[src/rtl/key_debounce_scheduler_pkg.sv]
// rtl/key_debounce_scheduler_pkg.sv - shared state encodings and default timing for the key debounce scheduler
package key_debounce_scheduler_pkg;

    typedef enum logic [1:0] {
        ST_IDLE  = 2'd0,
        ST_TIME  = 2'd1,
        ST_CHECK = 2'd2,
        ST_EMIT  = 2'd3
    } sched_state_t;

    localparam int DEF_N_KEYS = 4;
    localparam int DEF_IDX_W  = 2;
    localparam int DEF_T1MS   = 49_999;
    localparam int DEF_DEB_MS = 20;

    // Width of a counter that must hold 0..max_val inclusive.
    function automatic int cnt_width(input int max_val);
        return (max_val < 1) ? 1 : $clog2(max_val + 1);
    endfunction

endpackage

[src/rtl/key_debounce_scheduler_if.sv]
// rtl/key_debounce_scheduler_if.sv - key event valid/ready port between scheduler and key-handling logic
interface key_debounce_scheduler_if #(
    parameter int IDX_W = 2
) ();
    logic             Evt_Valid;
    logic             Evt_Ready;
    logic [IDX_W-1:0] Evt_Key;
    logic             Evt_Press;

    modport master (
        output Evt_Valid,
        output Evt_Key,
        output Evt_Press,
        input  Evt_Ready
    );

    modport slave (
        input  Evt_Valid,
        input  Evt_Key,
        input  Evt_Press,
        output Evt_Ready
    );
endinterface

[src/rtl/key_debounce_scheduler_timer.sv]
// rtl/key_debounce_scheduler_timer.sv - ms_window_timer: shared ms prescaler plus ms counter, pulses done at window end
module ms_window_timer
    import key_debounce_scheduler_pkg::*;
#(
    parameter int T1MS   = DEF_T1MS,
    parameter int DEB_MS = DEF_DEB_MS
) (
    input  logic CLK,
    input  logic RST,
    input  logic clr,
    input  logic en,
    output logic done
);
    localparam int PW = cnt_width(T1MS);
    localparam int MW = cnt_width(DEB_MS);
    localparam logic [PW-1:0] PRESC_MAX = PW'(T1MS);
    localparam logic [MW-1:0] MS_LAST   = MW'(DEB_MS - 1);

    logic [PW-1:0] presc_q, presc_d;
    logic [MW-1:0] ms_cnt_q, ms_cnt_d;

    // done fires on the prescaler wrap that would take ms_cnt to DEB_MS,
    // so the window is exactly DEB_MS*(T1MS+1) enabled clocks.
    always_comb begin
        presc_d  = presc_q;
        ms_cnt_d = ms_cnt_q;
        done     = 1'b0;
        if (clr) begin
            presc_d  = '0;
            ms_cnt_d = '0;
        end else if (en) begin
            if (presc_q == PRESC_MAX) begin
                presc_d = '0;
                if (ms_cnt_q == MS_LAST) begin
                    done     = 1'b1;
                    ms_cnt_d = '0;
                end else begin
                    ms_cnt_d = ms_cnt_q + 1'b1;
                end
            end else begin
                presc_d = presc_q + 1'b1;
            end
        end
    end

    always_ff @(posedge CLK) begin
        if (RST) begin
            presc_q  <= '0;
            ms_cnt_q <= '0;
        end else begin
            presc_q  <= presc_d;
            ms_cnt_q <= ms_cnt_d;
        end
    end

endmodule

[src/rtl/key_debounce_scheduler.sv]
// rtl/key_debounce_scheduler.sv - N-key debouncer sharing one timer, round-robin grant, valid/ready key events
// Optional feature macro: RELEASE_EVT_EN (confirmed releases also emit events).
module key_debounce_scheduler
    import key_debounce_scheduler_pkg::*;
#(
    parameter int N_KEYS = DEF_N_KEYS,
    parameter int IDX_W  = DEF_IDX_W,
    parameter int T1MS   = DEF_T1MS,
    parameter int DEB_MS = DEF_DEB_MS
) (
    input  logic              CLK,
    input  logic              RST,
    input  logic [N_KEYS-1:0] Key_In,
    output logic [N_KEYS-1:0] Key_State,
    output logic              Busy,
    key_debounce_scheduler_if.master evt
);
    localparam logic [IDX_W:0]   N_EXT    = (IDX_W + 1)'(N_KEYS);
    localparam logic [IDX_W-1:0] LAST_IDX = IDX_W'(N_KEYS - 1);
`ifdef RELEASE_EVT_EN
    localparam bit REL_EVT = 1'b1;
`else
    localparam bit REL_EVT = 1'b0;
`endif

    logic [N_KEYS-1:0] sync1_q, sync2_q, lvl_prev_q;
    logic [N_KEYS-1:0] lvl, owned, pending;
    logic [N_KEYS-1:0] ks_q, ks_d;

    sched_state_t      state_q, state_d;
    logic [IDX_W-1:0]  grant_q, grant_d;
    logic [IDX_W-1:0]  rr_q, rr_d, rr_next;
    logic              evt_valid_q, evt_valid_d;
    logic [IDX_W-1:0]  evt_key_q, evt_key_d;
    logic              evt_press_q, evt_press_d;

    logic [2*N_KEYS-1:0] rot2;
    logic [IDX_W-1:0]    off;
    logic [IDX_W:0]      sum;
    logic                found;
    logic [IDX_W-1:0]    pick;

    logic grant_lvl, grant_chg;
    logic tmr_clr, tmr_en, tmr_done;

    always_ff @(posedge CLK) begin
        if (RST) begin
            sync1_q    <= '1;
            sync2_q    <= '1;
            lvl_prev_q <= '0;
        end else begin
            sync1_q    <= Key_In;
            sync2_q    <= sync1_q;
            lvl_prev_q <= lvl;
        end
    end

    assign lvl       = ~sync2_q;
    assign grant_lvl = lvl[grant_q];
    assign grant_chg = lvl[grant_q] ^ lvl_prev_q[grant_q];

    // The key holding the timer is never pending; every other differing key is.
    assign owned   = (state_q != ST_IDLE) ? (N_KEYS'(1) << grant_q) : '0;
    assign pending = (lvl ^ ks_q) & ~owned;

    // Rotate so bit 0 is the rr pointer, then take the lowest set bit.
    always_comb begin
        rot2  = {pending, pending} >> rr_q;
        found = 1'b0;
        off   = '0;
        for (int i = N_KEYS - 1; i >= 0; i--) begin
            if (rot2[i]) begin
                found = 1'b1;
                off   = IDX_W'(i);
            end
        end
        sum = {1'b0, rr_q} + {1'b0, off};
        if (sum >= N_EXT) begin
            sum = sum - N_EXT;
        end
        pick = sum[IDX_W-1:0];
    end

    assign rr_next = (grant_q == LAST_IDX) ? '0 : grant_q + 1'b1;
    assign tmr_en  = (state_q == ST_TIME);
    assign tmr_clr = (state_q == ST_IDLE) || ((state_q == ST_TIME) && grant_chg);

    ms_window_timer #(
        .T1MS   (T1MS),
        .DEB_MS (DEB_MS)
    ) u_timer (
        .CLK  (CLK),
        .RST  (RST),
        .clr  (tmr_clr),
        .en   (tmr_en),
        .done (tmr_done)
    );

    always_comb begin
        state_d     = state_q;
        grant_d     = grant_q;
        rr_d        = rr_q;
        ks_d        = ks_q;
        evt_valid_d = evt_valid_q;
        evt_key_d   = evt_key_q;
        evt_press_d = evt_press_q;
        case (state_q)
            ST_IDLE: begin
                if (found) begin
                    grant_d = pick;
                    state_d = ST_TIME;
                end
            end
            ST_TIME: begin
                if (tmr_done) begin
                    state_d = ST_CHECK;
                end
            end
            ST_CHECK: begin
                if (grant_lvl != ks_q[grant_q]) begin
                    ks_d[grant_q] = grant_lvl;
                    if (grant_lvl || REL_EVT) begin
                        evt_valid_d = 1'b1;
                        evt_key_d   = grant_q;
                        evt_press_d = grant_lvl;
                        state_d     = ST_EMIT;
                    end else begin
                        rr_d    = rr_next;
                        state_d = ST_IDLE;
                    end
                end else begin
                    // Level fell back before the window closed: a glitch, no event.
                    rr_d    = rr_next;
                    state_d = ST_IDLE;
                end
            end
            ST_EMIT: begin
                if (evt.Evt_Ready) begin
                    evt_valid_d = 1'b0;
                    rr_d        = rr_next;
                    state_d     = ST_IDLE;
                end
            end
            default: state_d = ST_IDLE;
        endcase
    end

    always_ff @(posedge CLK) begin
        if (RST) begin
            state_q     <= ST_IDLE;
            grant_q     <= '0;
            rr_q        <= '0;
            ks_q        <= '0;
            evt_valid_q <= 1'b0;
            evt_key_q   <= '0;
            evt_press_q <= 1'b0;
        end else begin
            state_q     <= state_d;
            grant_q     <= grant_d;
            rr_q        <= rr_d;
            ks_q        <= ks_d;
            evt_valid_q <= evt_valid_d;
            evt_key_q   <= evt_key_d;
            evt_press_q <= evt_press_d;
        end
    end

    assign Key_State     = ks_q;
    assign Busy          = (state_q != ST_IDLE);
    assign evt.Evt_Valid = evt_valid_q;
    assign evt.Evt_Key   = evt_key_q;
`ifdef RELEASE_EVT_EN
    assign evt.Evt_Press = evt_press_q;
`else
    assign evt.Evt_Press = 1'b1;
`endif

endmodule

[src/flat_wrapper.sv]
// flat-port wrapper written by rule: the top's interface ports become plain ports
module key_debounce_scheduler_flat import key_debounce_scheduler_pkg::*;
#(
    parameter int N_KEYS = DEF_N_KEYS,
    parameter int IDX_W  = DEF_IDX_W,
    parameter int T1MS   = DEF_T1MS,
    parameter int DEB_MS = DEF_DEB_MS
)
  (CLK, RST, Key_In, Key_State, Busy, evt_Evt_Valid, evt_Evt_Key, evt_Evt_Press, evt_Evt_Ready);
  key_debounce_scheduler_if #(.IDX_W(IDX_W)) evt_i ();
  input  logic CLK;
  input  logic RST;
  input  logic [N_KEYS-1:0] Key_In;
  output logic [N_KEYS-1:0] Key_State;
  output logic Busy;
  output wire logic [$bits(evt_i.Evt_Valid)-1:0] evt_Evt_Valid;
  output wire logic [$bits(evt_i.Evt_Key)-1:0] evt_Evt_Key;
  output wire logic [$bits(evt_i.Evt_Press)-1:0] evt_Evt_Press;
  input wire logic [$bits(evt_i.Evt_Ready)-1:0] evt_Evt_Ready;
  assign evt_Evt_Valid = evt_i.Evt_Valid;
  assign evt_Evt_Key = evt_i.Evt_Key;
  assign evt_Evt_Press = evt_i.Evt_Press;
  assign evt_i.Evt_Ready = evt_Evt_Ready;
  key_debounce_scheduler #(.N_KEYS(N_KEYS), .IDX_W(IDX_W), .T1MS(T1MS), .DEB_MS(DEB_MS)) u_core (.CLK(CLK), .RST(RST), .Key_In(Key_In), .Key_State(Key_State), .Busy(Busy), .evt(evt_i));
endmodule
[config.mk]
export PLATFORM = sky130hd
export DESIGN_NAME = key_debounce_scheduler_flat
export DESIGN_NICKNAME = d
export VERILOG_FILES = /design/src/rtl/key_debounce_scheduler_pkg.sv /design/src/rtl/key_debounce_scheduler_if.sv /design/src/rtl/key_debounce_scheduler_timer.sv /design/src/rtl/key_debounce_scheduler.sv /design/src/flat_wrapper.sv
export SDC_FILE = /design/constraint.sdc
export NUM_CORES = 1
export LEC_CHECK = 0
export ABC_AREA = 1
export ABC_CLOCK_PERIOD_IN_PS = 2400
export BUFFER_PORTS_ARGS = -buffer_cell sky130_fd_sc_hd__buf_2
export CORE_ASPECT_RATIO = 2
export CORE_UTILIZATION = 60
export DETAILED_ROUTE_END_ITERATION = 7
export PLACE_DENSITY_LB_ADDON = 0.08
export SLEW_MARGIN = 20
export SYNTH_ARGS = -nofsm -noshare
export SYNTH_HDL_FRONTEND = slang
export SYNTH_SLANG_ARGS = --single-unit
export TNS_END_PERCENT = 30
[constraint.sdc]
create_clock -name CLK -period 2.4 [get_ports CLK]
set_clock_uncertainty 0.05 [all_clocks]
set_input_delay 0.12 -clock CLK [delete_from_list [all_inputs] [get_ports CLK]]
set_output_delay 0.12 -clock CLK [all_outputs]
set_load 0.01 [all_outputs]
; ---- After elaboration in Yosys (flattened, before gate mapping)
; Index checks and enable logic that the tools add are counted.
[totals]
regBits = 46
inputBits = 7
out_inout_bits = 9
wordCells = 93
[op_classes]
n_addsub = 5
magnitude_cmp = 3
eq_ne = 13
shift = 2
muxes = 40
n_bitwise = 5
n_reduce_logical = 14
[ops]
columns = operator, count
row1 = $mux W2, 14
row2 = $add A16 B1 Y16 const B, 1
row3 = $eq A16 B16 Y1 const B, 1
row4 = $mux W16, 1
row5 = $mux W1, 15
row6 = $reduce_and A3 Y1, 3
row7 = $not A4 Y4, 2
row8 = $pmux W2 S4, 1
row9 = $shr A8 B2 Y4, 1
row10 = $bmux W1 S2, 3
row11 = $eq A2 B2 Y1 const B, 3
row12 = $ne A2 B1 Y1 const B, 3
row13 = $reduce_and A2 Y1, 3
row14 = $add A5 B1 Y5 const B, 1
row15 = $eq A5 B5 Y1 const B, 1
row16 = $mux W5, 1
row17 = $and A4 B4 Y4, 1
row18 = $bwmux W4, 1
row19 = $mux W4, 1
row20 = $ne A2 B2 Y1 const B, 2
row21 = $pmux W2 S2, 1
row22 = $reduce_and A4 Y1, 1
row23 = $reduce_bool A2 Y1, 2
row24 = $shl A1 B2 Y4 const A, 1
row25 = 17 further kinds, 18

; ---- Depth between registers and ports, before layout
[depth]
word_depth = 12
mapped_depth = 14
ltp_nobuf = 14

; ---- By module
; Synthesis repeated with hierarchy kept, for this count alone.
[hier_totals]
hier_cells = 403
hier_area_um2 = 2778.9
[by_module_without_submodules]
columns = mod, n_inst, cells_each, area_per_inst_um2, seq_area_each_um2
row1 = key_debounce_scheduler, 1, 199, 1473.9, 500.5
row2 = ms_window_timer, 1, 204, 1305.0, 420.4

; ---- Worst setup path before layout
; No wires, ideal clock.
[synth_path]
path_type = register to register
from = register u_core.grant_q[0]
to = register u_core.rr_q[0]
setup_ps = 86
arrival_time_ps = 1895
required_ps = 2264
path_slack_ps = 370
stages_incl_launch_ff = 15
path_buffers = 1
synth_period_minus_slack_ps = 2030
cell_sequence = dfxtp_1 -> buf_4 -> nand2_1 -> o21ai_1 -> nand2_1 -> nand2_2 -> inv_2 -> ha_1 -> nor3_1 -> inv_1 -> nor2_2 -> nor2_1 -> nand2_1 -> a21oi_1 -> a211oi_1
[synth_between]
elab_chain_cells = 5
elab_cells_between_ends = 14
classes_between = 1 x add/sub / 3 x eq/ne / 9 x mux / 1 x reduce/logical
[synth_lines]
columns = element, line_no
row1 = "start, declared", key_debounce_scheduler.sv:31  ; logic [IDX_W-1:0] grant_q, grant_d;
row2 = "start signal, assigned", key_debounce_scheduler.sv:159  ; grant_q <= grant_d;
row3 = $bmux W1 S2 (*), key_debounce_scheduler.sv:59  ; assign grant_lvl = lvl[grant_q];
row4 = $mux W1 (implied by the code) (*), key_debounce_scheduler.sv:59
row5 = via u_core.grant_lvl, key_debounce_scheduler.sv:43  ; logic grant_lvl, grant_chg;
row6 = $ne A1 B1 Y1, key_debounce_scheduler.sv:120  ; if (grant_lvl != ks_q[grant_q]) begin
row7 = $ne A3 B3 Y1 (no source line) or $mux W2 (tied branches), n/a
row8 = $reduce_and A3 Y1 (no source line) or $pmux W2 S2 (tied branches), n/a
row9 = "end signal, assigned", key_debounce_scheduler.sv:160  ; rr_q <= rr_d;
row10 = "end, declared", key_debounce_scheduler.sv:32  ; logic [IDX_W-1:0] rr_q, rr_d, rr_next;
; Mark *: on every way through the listed nets, which the timed path passes. The rest lies on a longest branch. The select of a mux whose other input is x is not followed.
; A chain may end at the register's enable or synchronous reset.

; ---- Worst setup path after layout
[layout_path]
from = register u_core.grant_q[1]
to = register u_core.grant_q[1]
[layout_between]
elab_chain_cells = 12
elab_cells_between_ends = 18
classes_between = 2 x add/sub / 1 x order compare / 2 x shift / 10 x mux / 2 x bitwise / 1 x reduce/logical
[layout_lines]
columns = element, line_no
row1 = $shl A1 B2 Y4 (*), key_debounce_scheduler.sv:63  ; assign owned = (state_q != ST_IDLE) ? (N_KEYS'(1) << grant_q) : '0;
row2 = $mux W4 (*), key_debounce_scheduler.sv:63
row3 = $not A4 Y4 (*), key_debounce_scheduler.sv:64  ; assign pending = (lvl ^ ks_q) & ~owned;
row4 = $and A4 B4 Y4 (*), key_debounce_scheduler.sv:64
row5 = $shr A8 B2 Y4 (*), key_debounce_scheduler.sv:68  ; rot2 = {pending, pending} >> rr_q;
row6 = $mux W2 (4 in a row), key_debounce_scheduler.sv:72  ; if (rot2[i]) begin
row7 = $add A2 B2 Y3, key_debounce_scheduler.sv:77  ; sum = {1'b0, rr_q} + {1'b0, off};
row8 = $ge A3 B3 Y1 or $sub A2 B1 Y2 (tied branches), "key_debounce_scheduler.sv:78, key_debounce_scheduler.sv:79"
row9 = $mux W2, key_debounce_scheduler.sv:78  ; if (sum >= N_EXT) begin
; Mark *: on every way between the ends. The rest lies on a longest branch, timed or not.

==> key figures <==
Clocking
  • Root buf cell: clkbuf_8
  • # clock sinks: 46
  • H-tree depth: 2
  • Clock transition at path regs: around 0.090 ns
  • CTS Buf Count: 5
  • CTS Buffer Depth: 2
  • Clk_lat worst skew: 0.30 ns
  • CTS tree: built

Global routing
  • Vias in the first global route: 2233
  • Overflow after GRT: 0
  • Initial antenna violation count: 0
  • Tot GR Track Use: 30.5%
  • First-pass GRT wire length: 9.57 mm
  • Largest net degree at the start of global routing: 16

Run status
  • Outcome: complete, no violations

Cells and area
  • Fin util: 71.5%
  • Nets: roughly 390
  • Multi-input logic area: around 1400 sq um
  • Layout cells sized above 1: a little under a fifth
  • Post-Layout Cell Count: 428
  • Antenna Cells: 0
  • FF/Latch Area: 922 sq um
  • Finished Cell Area: approximately 2800 sq um
  • Fill cells: 347
  • P&R area growth vs syn: 11.8%

Die
  • Initial core utilization: 64.0%
  • I/O pin count: 16
  • Core area: approximately 3900 sq um
  • Die X-Extent: 47.7 um
  • Die area: 4460 sq um
  • Std cell rows: 32
  • Die height: 93.5 um

Timing
  • Period utilization: 90.0%
  • Fin crit period: 2.16 ns
  • Final Max Tran Viols: 0
  • Setup violators final: 0
  • Fin. Hold Viols: 0
  • Sum Neg Setup Slack: 0 ns
  • Max Freq: between 400 and 500 MHz
  • RSZ-0062 raised after global routing: false

Drt
  • Routed wire length: 5.71 mm
  • Via count: around 2200
  • DRC Markers: 0
  • Initial DRC Count: 53
  • Final ANT Viol Nets: 0
  • Via density: 5.24
  • Avg WL per Cell: 13.3 um
  • Pre-Repair DR Iteration Count: 4

Place
  • Placed Cells: 414
  • I/O Buffers: 14
  • Routability cong.: approximately 0.85
  • Placed Area: 2620 sq um
  • Dpl hpwl: 4.38 mm

Power
  • PD cells: 830 nW/um^2
  • Power Total: ~0.0023 W
  • Leak: 1.20 nW
  • Max VDD drop: 0.619 mV

Logic synthesis
  • Most common cell in the netlist: nand2_1
  • Synthesis-stage register bit count: 46
  • Post-synth top cells: nand2_1 (76), dfxtp_1 (46), nor2_1 (45), inv_1 (36), nand3_1 (29)
  • Synth Net Count: between 300 and 400
  • Post-synthesis mux area share: 0%
  • Yosys cell types: 36
  • Synth Area in Adders: under 10%
  • Ys async rst share: 0%
  • Synthesis warning total: 0
  • Synth top area share: 36.7%
  • Synth Area in XOR/XNOR: between 4 and 5%
  • Synth area leader: dfxtp_1
  • Synth Area in Simple Gates: between 30% and 40%
  • Sequential cell area fraction in the yosys report: 36.7%
  • Mapped Cells: 352
  • Post-synth EDFFs: 0
  • Leading post-synthesis cells by cell area: dfxtp_1 (37%), nand2_1 (11%), nor2_1 (6.7%)
  • Synthesized area: 2510 sq um
  • Synth Flop Type: dfxtp_1
  • Largest family of logic cells by synthesized area: simple AND/OR/NAND/NOR gates
  • Post-synthesis compound-gate area fraction: ~8.5%
  • Syn_area_per_cell: ~7.1 sq um

Critical path
  • CP max stage cell: dfxtp_1
  • Critical path capture point type: flip-flop
  • Worst r2r dst: u_core.grant_q[1]
  • R2R Path Start: u_core.grant_q[1]
  • Critical path type: flip-flop to flip-flop
  • Buf/Inv on CP: 1
  • Cells on worst reg2reg path: 12
  • Worst-path cell chain: inv_1, ha_1, o21ai_0, nand3_1, nand3_1, nand2_1, a21oi_1, ha_1, xnor2_1, xor2_1, nor2_1, nor2_1
  • WP data arrival: between 2 and 2.5 ns
  • R2r setup slk: about 0.24 ns
  • Worst Setup Start Kind: flip-flop
  • Cell family with most CP delay: simple AND/OR/NAND/NOR gates
  • CP Max Fanout: 7
  • CP required: 2.59 ns
  • CP max stage delay: a little under 0.4 ns

Hold path
  • Worst hold endpoint: u_core.lvl_prev_q[0]
  • Worst Hold Path Cells: 3
  • Hold Path Class: input port to flip-flop
  • Hold path startpoint: RST

Run
  • MaxCap Viol Count: 0
==> stage by stage <==
step | setup WS (ns) | hold WS, ns
CTS | 0.103 | 0.144
finish | 0.240 | 0.144
global route | 0.0102 | 0.151
global placement | 0.221 | 0.254
detailed placement | 0.127 | 0.257
floorplan | 0.370 | 0.174
==> flip-flops by register name, indices dropped and copies added, names as in the netlist <==
register / flops
u_core.lvl_prev_q: 4
u_core.evt.Evt_Valid: 1
u_core.sync1_q: 4
u_core.grant_q: 2
u_core.Key_State: 4
u_core.u_timer.ms_cnt_q: 5
u_core.evt.Evt_Key: 2
u_core.sync2_q: 4
u_core.state_q: 2
u_core.u_timer.presc_q: 16
u_core.rr_q: 2
==> area by class of cell <==
class,instances,share of cell area (%)
clock inverters,3,1.60
inverters,42,5.62
repair buffers,23,5.35
well taps,51,2.27
clock buffers,5,2.45
multi-input cells,258,49.8
flip-flops and latches,46,32.9
==> worst reg2reg max path: stages, from the launching register on <==
cell and delay (ns):
dfxtp_1 0.39, inv_1 0.15, ha_1 0.22, o21ai_0 0.11, nand3_1 0.16, nand3_1 0.11, nand2_1 0.11, a21oi_1 0.19
ha_1 0.18, xnor2_1 0.13, xor2_1 0.17, nor2_1 0.05, nor2_1 0.09
==> logic make-up (layout without fill, tap and decap cells) <==
kind of cell,count (synthesis),in the layout
simple gates,198,198
fa+ha+maj,8,8
compound gates,38,38
other cells,1,1
xor+xnor,13,13
buf+inv,48,73
flops,46,46
==> how the worst max path moves through the flow <==
stage	depth (start not counted)	end	start	slack [ns]
after floorplan	14	u_core.rr_q[0]	u_core.grant_q[0]	0.37
after global placement	13	u_core.rr_q[0]	u_core.grant_q[0]	0.22
after detailed placement	13	u_core.rr_q[0]	u_core.grant_q[0]	0.13
after CTS	13	u_core.rr_q[0]	u_core.grant_q[0]	0.10
after global routing	14	u_core.grant_q[1]	u_core.grant_q[1]	0.01
final	12	u_core.grant_q[1]	u_core.grant_q[1]	0.24
==> timing repair <==
item                       CTS  global route
hold endpoints to repair     5             0
setup buffers                0             1
setup endpoints to repair    0             5
resized for setup            0             5
hold buffers                 5             0
==> cells in the final DEF, fill, tap and decap left out, drive strengths merged <==
cell type and instances:
nand2 86, nor2 50, dfxtp 46, inv 42, nand3 34, a21oi 18, buf 18, o21ai 16
xor2 10, nor3 10, or2 9, ha 8, clkbuf 5, dlygate4sd3 5, nor3b 4, xnor2 3
nand3b 2, nor4 2, clkinvlp 2, a31oi 1, nand4 1, a311oi 1, a211oi 1, o22ai 1
conb 1, bufinv 1
==> power by group <==
part	internal, W	total, W	leakage (nW)	switching [W]
registers	0.000822	0.000899	0.375	0.0000769
clock network	0.000310	0.000571	0.0504	0.000261
logic	0.000284	0.000859	0.779	0.000575
total	0.00141	0.00233	1.20	0.000914
==> per-layer routing <==
metal | vias up | GRT usage (%) | part of all wire [%]
met5 | - | 0 | 0
met4 | 0 | 19.9 | 4.1
met3 | 21 | 6.37 | 2.0
met2 | 35 | 54.8 | 59
met1 | 1018 | 27.2 | 35
li1 | 1170 | - | -
No activity file was read; power rests on OpenSTA's default activity.
